<file path="src/rtl/zeroheti_pkg.sv">
// -----------------------------------------------------------------------------
// zeroheti_pkg
// Shared types and constants for the APB request manager.
//   apb_mgr_state_e      : 2-bit FSM state encoding (IDLE, SETUP, ACCESS, RESP)
//   ApbMgrDefaultTimeout : default ACCESS-phase cycle limit for the watchdog
// -----------------------------------------------------------------------------
package zeroheti_pkg;

    typedef enum logic [1:0] {
        IDLE   = 2'd0,
        SETUP  = 2'd1,
        ACCESS = 2'd2,
        RESP   = 2'd3
    } apb_mgr_state_e;

    localparam int unsigned ApbMgrDefaultTimeout = 255;

endpackage

</file>
<file path="src/rtl/apb_mgr_wdt.sv">
// -----------------------------------------------------------------------------
// apb_mgr_wdt
// ACCESS-phase watchdog for apb_req_mgr. Only instantiated when
// APB_MGR_TIMEOUT_EN is defined.
// Ports:
//   clk_i      : clock
//   rst_i      : synchronous reset, active-high
//   clr_i      : clear the count (asserted the cycle before ACCESS is entered)
//   en_i       : count this cycle (ACCESS with pready low)
//   expired_o  : this counted cycle brings the count to TimeoutCycles
// -----------------------------------------------------------------------------
module apb_mgr_wdt #(
    parameter int unsigned TimeoutCycles = 255
) (
    input  logic clk_i,
    input  logic rst_i,
    input  logic clr_i,
    input  logic en_i,
    output logic expired_o
);

    localparam int unsigned CntW = $clog2(TimeoutCycles + 1);
    localparam logic [CntW-1:0] LastCnt = CntW'(TimeoutCycles - 1);

    logic [CntW-1:0] r_cnt;

    // Expiry is decided on the cycle whose increment would reach the limit,
    // so the manager leaves ACCESS on that same edge.
    assign expired_o = en_i && (r_cnt == LastCnt);

    always_ff @(posedge clk_i) begin
        if (rst_i || clr_i) begin
            r_cnt <= '0;
        end else if (en_i && !expired_o) begin
            r_cnt <= r_cnt + 1'b1;
        end
    end

endmodule

</file>
<file path="src/rtl/apb_req_mgr.sv">
// -----------------------------------------------------------------------------
// apb_req_mgr
// APB3 manager: converts a valid/ready request/response channel into single
// APB transfers, one at a time, with all APB outputs registered.
//
// Handshake: a request transfers on an edge where req_valid_i && req_ready_o;
// a response transfers on an edge where rsp_valid_o && rsp_ready_i. Once
// rsp_valid_o is high it and the response payload stay stable until taken.
//
// Optional: define APB_MGR_TIMEOUT_EN to abort ACCESS after TimeoutCycles
// cycles without pready_i (response then carries rsp_err_o = 1, rdata 0).
//
// Ports:
//   clk_i, rst_i                     : clock, synchronous active-high reset
//   req_valid_i/req_ready_o          : request handshake
//   req_addr_i/req_write_i/req_wdata_i : request payload
//   rsp_valid_o/rsp_ready_i          : response handshake
//   rsp_rdata_o/rsp_err_o            : response payload
//   paddr_o/psel_o/penable_o/pwrite_o/pwdata_o : APB manager outputs
//   prdata_i/pready_i/pslverr_i      : APB subordinate inputs
// -----------------------------------------------------------------------------
module apb_req_mgr
    import zeroheti_pkg::*;
#(
    parameter int unsigned AddrWidth     = 32,
    parameter int unsigned DataWidth     = 32,
    parameter int unsigned TimeoutCycles = ApbMgrDefaultTimeout
) (
    input  logic                 clk_i,
    input  logic                 rst_i,
    input  logic                 req_valid_i,
    output logic                 req_ready_o,
    input  logic [AddrWidth-1:0] req_addr_i,
    input  logic                 req_write_i,
    input  logic [DataWidth-1:0] req_wdata_i,
    output logic                 rsp_valid_o,
    input  logic                 rsp_ready_i,
    output logic [DataWidth-1:0] rsp_rdata_o,
    output logic                 rsp_err_o,
    output logic [AddrWidth-1:0] paddr_o,
    output logic                 psel_o,
    output logic                 penable_o,
    output logic                 pwrite_o,
    output logic [DataWidth-1:0] pwdata_o,
    input  logic [DataWidth-1:0] prdata_i,
    input  logic                 pready_i,
    input  logic                 pslverr_i
);

    apb_mgr_state_e       r_state;
    logic                 r_live;
    logic                 r_psel;
    logic                 r_penable;
    logic                 r_pwrite;
    logic [AddrWidth-1:0] r_paddr;
    logic [DataWidth-1:0] r_pwdata;
    logic                 r_rsp_valid;
    logic [DataWidth-1:0] r_rsp_rdata;
    logic                 r_rsp_err;
    logic                 w_timeout;

    // r_live is low for the cycle following a reset edge so that every
    // output, including req_ready_o, reads 0 while reset is being applied.
    assign req_ready_o = (r_state == IDLE) && r_live;

`ifdef APB_MGR_TIMEOUT_EN
    apb_mgr_wdt #(
        .TimeoutCycles (TimeoutCycles)
    ) u_wdt (
        .clk_i     (clk_i),
        .rst_i     (rst_i),
        .clr_i     (r_state == SETUP),
        .en_i      ((r_state == ACCESS) && !pready_i),
        .expired_o (w_timeout)
    );
`else
    assign w_timeout = 1'b0;
`endif

    always_ff @(posedge clk_i) begin
        if (rst_i) begin
            r_state     <= IDLE;
            r_live      <= 1'b0;
            r_psel      <= 1'b0;
            r_penable   <= 1'b0;
            r_pwrite    <= 1'b0;
            r_paddr     <= '0;
            r_pwdata    <= '0;
            r_rsp_valid <= 1'b0;
            r_rsp_rdata <= '0;
            r_rsp_err   <= 1'b0;
        end else begin
            r_live <= 1'b1;
            case (r_state)
                IDLE: begin
                    if (req_valid_i && req_ready_o) begin
                        r_paddr  <= req_addr_i;
                        r_pwrite <= req_write_i;
                        r_pwdata <= req_wdata_i;
                        r_psel   <= 1'b1;
                        r_state  <= SETUP;
                    end
                end
                SETUP: begin
                    r_penable <= 1'b1;
                    r_state   <= ACCESS;
                end
                ACCESS: begin
                    // prdata_i/pslverr_i are only meaningful with pready_i.
                    if (pready_i) begin
                        r_rsp_rdata <= r_pwrite ? '0 : prdata_i;
                        r_rsp_err   <= pslverr_i;
                        r_rsp_valid <= 1'b1;
                        r_psel      <= 1'b0;
                        r_penable   <= 1'b0;
                        r_state     <= RESP;
                    end else if (w_timeout) begin
                        r_rsp_rdata <= '0;
                        r_rsp_err   <= 1'b1;
                        r_rsp_valid <= 1'b1;
                        r_psel      <= 1'b0;
                        r_penable   <= 1'b0;
                        r_state     <= RESP;
                    end
                end
                RESP: begin
                    if (rsp_ready_i) begin
                        r_rsp_valid <= 1'b0;
                        r_state     <= IDLE;
                    end
                end
                default: r_state <= IDLE;
            endcase
        end
    end

    assign psel_o      = r_psel;
    assign penable_o   = r_penable;
    assign pwrite_o    = r_pwrite;
    assign paddr_o     = r_paddr;
    assign pwdata_o    = r_pwdata;
    assign rsp_valid_o = r_rsp_valid;
    assign rsp_rdata_o = r_rsp_rdata;
    assign rsp_err_o   = r_rsp_err;

endmodule

</file>
<file path="config.mk">
export PLATFORM = sky130hd
export DESIGN_NAME = apb_req_mgr
export DESIGN_NICKNAME = d
export VERILOG_FILES = /design/src/rtl/zeroheti_pkg.sv /design/src/rtl/apb_mgr_wdt.sv /design/src/rtl/apb_req_mgr.sv
export SDC_FILE = /design/constraint.sdc
export NUM_CORES = 1
export LEC_CHECK = 0
export BUFFER_PORTS_ARGS = -buffer_cell sky130_fd_sc_hd__buf_2
export CORE_MARGIN = 5
export CORE_UTILIZATION = 40
export CTS_CLUSTER_DIAMETER = 40
export CTS_CLUSTER_SIZE = 24
export DETAILED_ROUTE_END_ITERATION = 8
export PLACE_DENSITY_LB_ADDON = 0.25
export RECOVER_POWER = 25
export SETUP_SLACK_MARGIN = 0.15
export SLEW_MARGIN = 40
export SYNTH_ARGS = -nofsm -noshare
export SYNTH_HDL_FRONTEND = slang
export SYNTH_SLANG_ARGS = --single-unit
export TNS_END_PERCENT = 100
</file>
<file path="constraint.sdc">
create_clock -name clk_i -period 1.45 [get_ports clk_i]
set_input_delay 0.29 -clock clk_i [delete_from_list [all_inputs] [get_ports clk_i]]
set_output_delay 0.29 -clock clk_i [all_outputs]
set_load 0.05 [all_outputs]
</file>
==> impl_metrics.tcl, run 1 <==
set metrics [dict create \
    ctsRootBufferMaster "clkbuf_8" \
    n_fill_cell 699 \
    core_um2 9640 \
    worstSetupPathType "register to register" \
    violations "setup timing" \
    peakVddDrop_uv 997 \
    wl_met2_um 8250 \
    synthCells 470 \
    setup_viol 24 \
    hold_viol 0 \
    startpoint_type "register" \
    drtAntennaViolNets 0 \
    fmax_mhz 654 \
    multi_input_area_um2 2350 \
    wl_met1_um 5870 \
    critPathMaxStageDelay_ns 0.36 \
    worst_path_max_delay_cell "dfxtp_2" \
    cts_tree "done" \
    fin_crit_ns 1.53 \
    reg2regPathDepth 9 \
    dp.cells 779 \
    drt-total-wl_um 15600 \
    via_count 4376 \
    worst_setup_path_end_kind "register" \
    holdBufCountCts 0 \
    max_cap_violations 0 \
    whs_endpoint "pwdata_o[30]" \
    p_sw_frac 0.391 \
    gp_congestion 0.767 \
    post_dp_cell_area_um2 5070 \
    seq_area_um2 2090 \
    cts_buffers 9 \
    grt_pass1_wl_um 19600 \
    fin_skew_ns 0.0106 \
    cp_common_cell "buf_6" \
    initial_utilization 0.406 \
    pwr_density_cell_nw_per_um2 1510 \
    critical_path_arrival_ns 1.78 \
    overflow 0 \
    syn_nets 578 \
    hold_slack_ns 0.151 \
    synth_seq_cells 104 \
    die_h_um 109 \
    fin_util 0.729 \
    period_share 1.05 \
    r2r_start "r_state[0]" \
    drv_slew 0 \
    place_hpwl_um 7890 \
    wire_per_inst_um 18.5 \
    path_cells "inv_4 > ha_4 > buf_6 > and3_4 > buf_6 > buf_12 > buf_16 > nand2_2 > a21oi_2" \
    die_x_um 109 \
    hold_path.class "primary input to register" \
    p_comb_frac 0.488 \
    final_area_um2 7020 \
    met3WireLength_um 1190 \
    post-route-drc-count 0 \
    netSwitchingPower_mw 4.15 \
    grt_usage 0.210 \
    ys_warn_count 0 \
    layout_commonest_cell "buf_2" \
    drive_gt1_frac 0.602 \
    viasPerCell 5.18 \
    p_int_mw 6.47 \
    grt_setup_unrepaired "true" \
    antenna_cells 0 \
    holdPathStages 3 \
    grt_max_degree 47 \
    top_layer_used "met4" \
    num_rows 36 \
    firstDrtPassIters 4 \
    cts_max_level 3 \
    port-buffer-count 204 \
    syn2layout_area_growth_pct 79.5 \
    tightest_slew_ns 0.341 \
    p_total_mw 10.6 \
    final_cells 844 \
    cp_max_fo 6 \
    avgSynthCellArea_um2 8.33 \
    r2r_end "paddr_o[7]" \
    p_seq_frac 0.319 \
    leakage_nw 3.08 \
    post-route-worst-setup-slack_ns -0.0788 \
    cp.required_ns 1.70 \
    rrSetupSlack_ns -0.08 \
    yosysSeqAreaShare 0.532 \
    nets 814 \
    clock_path_buffers 2 \
    drt_iter0_markers 250 \
    ios 205 \
    grt_pass1_vias 3991 \
    cts.sinks 104 \
    clk_pin_slew_ns 0.10 \
    p_clk_frac 0.194 \
    die-area_um2 11900 \
    clk_latency_ns 0.36 \
    relSlewSlack 0.772 \
    yosys.cell_types.count 26 \
    syn-cell-area_um2 3910 \
    min-delay-start "req_wdata_i[30]" \
    status "finished with violations" \
    final_cell_mix "buf_2 (138), dfxtp_1 (101), nand2_1 (98)" \
    antenna_found_initial 0 \
]
worst max-delay path by stage:
| stage | startpoint | to | slack [ns] | cells after the start |
|---|---|---|---|---|
| 6_report | r_state[0] | paddr_o[7] | -0.08 | 9 |
| 5_1_grt | r_state[1] | pwdata_o[5] | -0.14 | 9 |
| 4_1_cts | r_state[1] | req_ready_o | -0.05 | 4 |
| 2_1_floorplan | r_state[0] | req_ready_o | 0.17 | 3 |
| 3_3_place_gp | r_state[0] | r_state[0] | 0.09 | 5 |
| 3_5_place_dp | r_state[0] | r_state[0] | 0.04 | 6 |
worst max-delay path: cells and delay by family (launching register included):
kind / cells / cell delay, ns
DFF: 1 / 0.36
AOI/OAI and AO/OA: 1 / 0.04
adders and majority gates: 1 / 0.16
buffers and inverters: 5 / 0.56
and+or+nand+nor: 2 / 0.29
metrics by stage:
stage | setup slack [ns] | TNS [ns]
after CTS | -0.0491 | -0.267
after floorplan | 0.172 | 0
final | -0.0788 | -0.842
after detailed placement | 0.0411 | 0
after global routing | -0.142 | -3.00
after global placement | 0.0895 | 0
metal layers:
metal,track usage,vias up
met3,0.0586,34
met4,0.0676,0
li1,-,2052
met2,0.358,177
met5,0,-
met1,0.256,2113
layout make-up:
type / instances / area share
clock buffer: 11 / 0.0201
clock inverter: 5 / 0.0123
inverter: 3 / 0.00196
multi-input combinational: 324 / 0.335
sequential: 104 / 0.297
tap: 133 / 0.0237
timing repair buffer: 264 / 0.310
power by group through the flow:
stage          logic, mW  registers (mW)  clock network [mW]
6_report            5.18            3.39                2.06
5_1_grt             5.40            3.43                2.19
4_1_cts             3.77            3.34                2.08
3_5_place_dp        2.85            3.41                   0
3_3_place_gp        2.79            3.40                   0
2_1_floorplan       1.12            4.41                   0
cell usage after synthesis (all sizes together):
library cell | number | area (um^2)
nand4b | 32 | 280
clkbuf | 12 | 45.0
nand3 | 2 | 10.0
nor2b | 3 | 18.8
a21boi | 1 | 7.51
nor2 | 3 | 11.3
or2 | 1 | 6.26
and3 | 1 | 6.26
o21a | 2 | 15.0
o21ai | 1 | 5.00
nand2b | 1 | 6.26
nand2 | 166 | 626
ha | 5 | 62.6
inv | 3 | 11.3
nor4b | 1 | 8.76
dfxtp | 104 | 2080
nor4 | 1 | 6.26
a21oi | 100 | 500
and2 | 1 | 6.26
buf | 27 | 173
o31a | 2 | 17.5
a32oi | 1 | 8.76
registers in the layout (all words and copies together), names as in the netlist:
signal,flops
paddr_o,32
pwdata_o,32
rsp_rdata_o,32
r_state,2
penable_o,1
psel_o,1
pwrite_o,1
r_live,1
rsp_err_o,1
rsp_valid_o,1
cells by family after synthesis:
family,after synthesis,synth area share
buffers and inverters,42,0.0585
AO/OA/AOI/OAI,107,0.142
flip-flops,104,0.532
adder cells (fa/ha/maj),5,0.0160
AND/OR/NAND/NOR,212,0.252
repair_timing:
action,4_1_cts,5_1_grt
gates cloned,10,13
endpoints found under the setup margin,71,151
setup buffers,16,10
gates resized for setup,35,270
pin swaps,5,124
hold endpoints to repair,0,0
No activity file was read; power rests on OpenSTA's default activity.
==> inputs of run 2 (changes only) <==
==> constraint.sdc (replaced) <==
create_clock -name clk_i -period 1.6 [get_ports clk_i]
set_input_delay 0.32 -clock clk_i [delete_from_list [all_inputs] [get_ports clk_i]]
set_output_delay 0.32 -clock clk_i [all_outputs]
set_load 0.05 [all_outputs]
==> run 2 against run 1 <==
  * Via count fell by 7.4%
  * Combinational power fell by 38%
  * Clock power decreased by 16%
  * Hold slack better by 0.022 ns
  * Total power decreased by 25%
  * The run now ends clean
  * Cell count shrank 3.4%
==> impl_metrics.tcl, run 2 (synthesized netlist as in run 1, its figures left out) <==
set metrics [dict create \
    cts_max_level 3 \
    cp_max_fo 3 \
    num_rows 36 \
    place_hpwl_um 8040 \
    overflow 0 \
    path_delay_family "flip-flops" \
    final_cells 815 \
    firstDrtPassIters 4 \
    clk_pin_slew_ns 0.11 \
    hold_viol 0 \
    fin_skew_ns 0.00779 \
    worstSetupPathType "register to output port" \
    cts_tree "done" \
    n_fill_cell 899 \
    clock_path_buffers 2 \
    final_cell_mix "nand2_1 (153), buf_2 (152), dfxtp_1 (102)" \
    met3WireLength_um 954 \
    critPathMaxStageDelay_ns 0.38 \
    ios 205 \
    holdBufCountCts 0 \
    fin_util 0.591 \
    fmax_mhz 639 \
    dp.cells 780 \
    setup_viol 0 \
    status "finished clean" \
    wire_per_inst_um 15.4 \
    cts.sinks 104 \
    antenna_found_initial 1 \
    final_area_um2 5700 \
    clk_latency_ns 0.37 \
    hold_path.class "primary input to register" \
    worstPathBufferInverterCount 2 \
    period_share 0.978 \
    relSlewSlack 0.377 \
    initial_utilization 0.406 \
    p_total_mw 7.96 \
    leakage_nw 2.50 \
    drt_iter0_markers 221 \
    syn2layout_area_growth_pct 45.6 \
    via_count 4050 \
    post_dp_cell_area_um2 5030 \
    core_um2 9640 \
    layout_commonest_cell "nand2_1" \
    cts_buffers 9 \
    post-route-drc-count 0 \
    drv_slew 0 \
    top_layer_used "met4" \
    ctsRootBufferMaster "clkbuf_8" \
    worst_setup_path_end_kind "output port" \
    wl_met2_um 6340 \
    worst_path_max_delay_cell "dfxtp_2" \
    grt_usage 0.187 \
    pwr_density_cell_nw_per_um2 1400 \
    drive_gt1_frac 0.432 \
    viasPerCell 4.97 \
    nets 784 \
    die_x_um 109 \
    gp_congestion 0.739 \
    cp.required_ns 1.28 \
    tightest_slew_ns 0.934 \
    grt_pass1_vias 3739 \
    die-area_um2 11900 \
    peakVddDrop_uv 635 \
    drtAntennaViolNets 0 \
    path_cells "inv_4 > ha_4 > and2_4 > buf_8" \
    grt_pass1_wl_um 17900 \
    die_h_um 109 \
    drt-total-wl_um 12600 \
    startpoint_type "register" \
    grt_setup_unrepaired "true" \
    grt_max_degree 58 \
    max_cap_violations 0 \
    port-buffer-count 204 \
    wl_met1_um 4980 \
    fin_crit_ns 1.57 \
    critical_path_arrival_ns 1.25 \
]
==> run 2: metal layers <==
metal / global-route usage / vias up
met5: 0 / -
met4: 0.0685 / 0
met3: 0.0468 / 23
met2: 0.325 / 149
met1: 0.223 / 1897
li1: - / 1981
==> run 2: through the flow <==
stage / TNS, ns / worst slack (ns) / hold WS, ns
final: 0 / 0.0346 / 0.173
after global routing: -0.0123 / -0.0123 / 0.148
after CTS: 0 / 0.0452 / 0.154
after detailed placement: 0 / 0.0566 / 0.443
after global placement: 0 / 0.154 / 0.435
after floorplan: 0 / 0.218 / 0.456
==> run 2: final cells by class <==
cell class | count | area [um^2] | area share
Clock buffer | 10 | 138 | 0.0241
Multi-Input combinational cell | 324 | 1760 | 0.310
Inverter | 3 | 13.8 | 0.00241
Clock inverter | 6 | 76.3 | 0.0134
Tap cell | 133 | 166 | 0.0292
Sequential cell | 104 | 2080 | 0.366
Antenna cell | 1 | 2.50 | 0.000439
Timing Repair Buffer | 234 | 1450 | 0.255
==> run 2: final timing paths <==
path / start / endpoint / slack, ns / cells after the start
setup / recovery: r_state[0] / req_ready_o / 0.03 / 4
hold / removal: req_wdata_i[12] / pwdata_o[12] / 0.17 / 3
setup reg to reg: r_state[1] / r_state[0] / 0.06 / 5
hold reg to reg: rsp_rdata_o[1] / rsp_rdata_o[1] / 0.46 / 2
==> run 2: timing repair <==
action	in CTS	in global routing
cloned	1	7
pin swaps	1	1
gates resized for setup	14	41
buffers inserted	4	6
endpoints found under the setup margin	88	75
==> run 2: where the power goes <==
part	switching, mW	internal (mW)	total (mW)	leakage [nW]
Clock	0.939	0.792	1.73	0.109
Sequential	0.157	2.88	3.04	0.846
Combinational	2.06	1.13	3.19	1.54
==> run 2: worst register-to-register path, delay by kind of cell (launching register included) <==
family,cells,cell delay [ns]
AOI/OAI and AO/OA,2,0.45
DFF,1,0.34
adders and majority gates,1,0.28
and+or+nand+nor,1,0.23
buffers and inverters,1,0.14
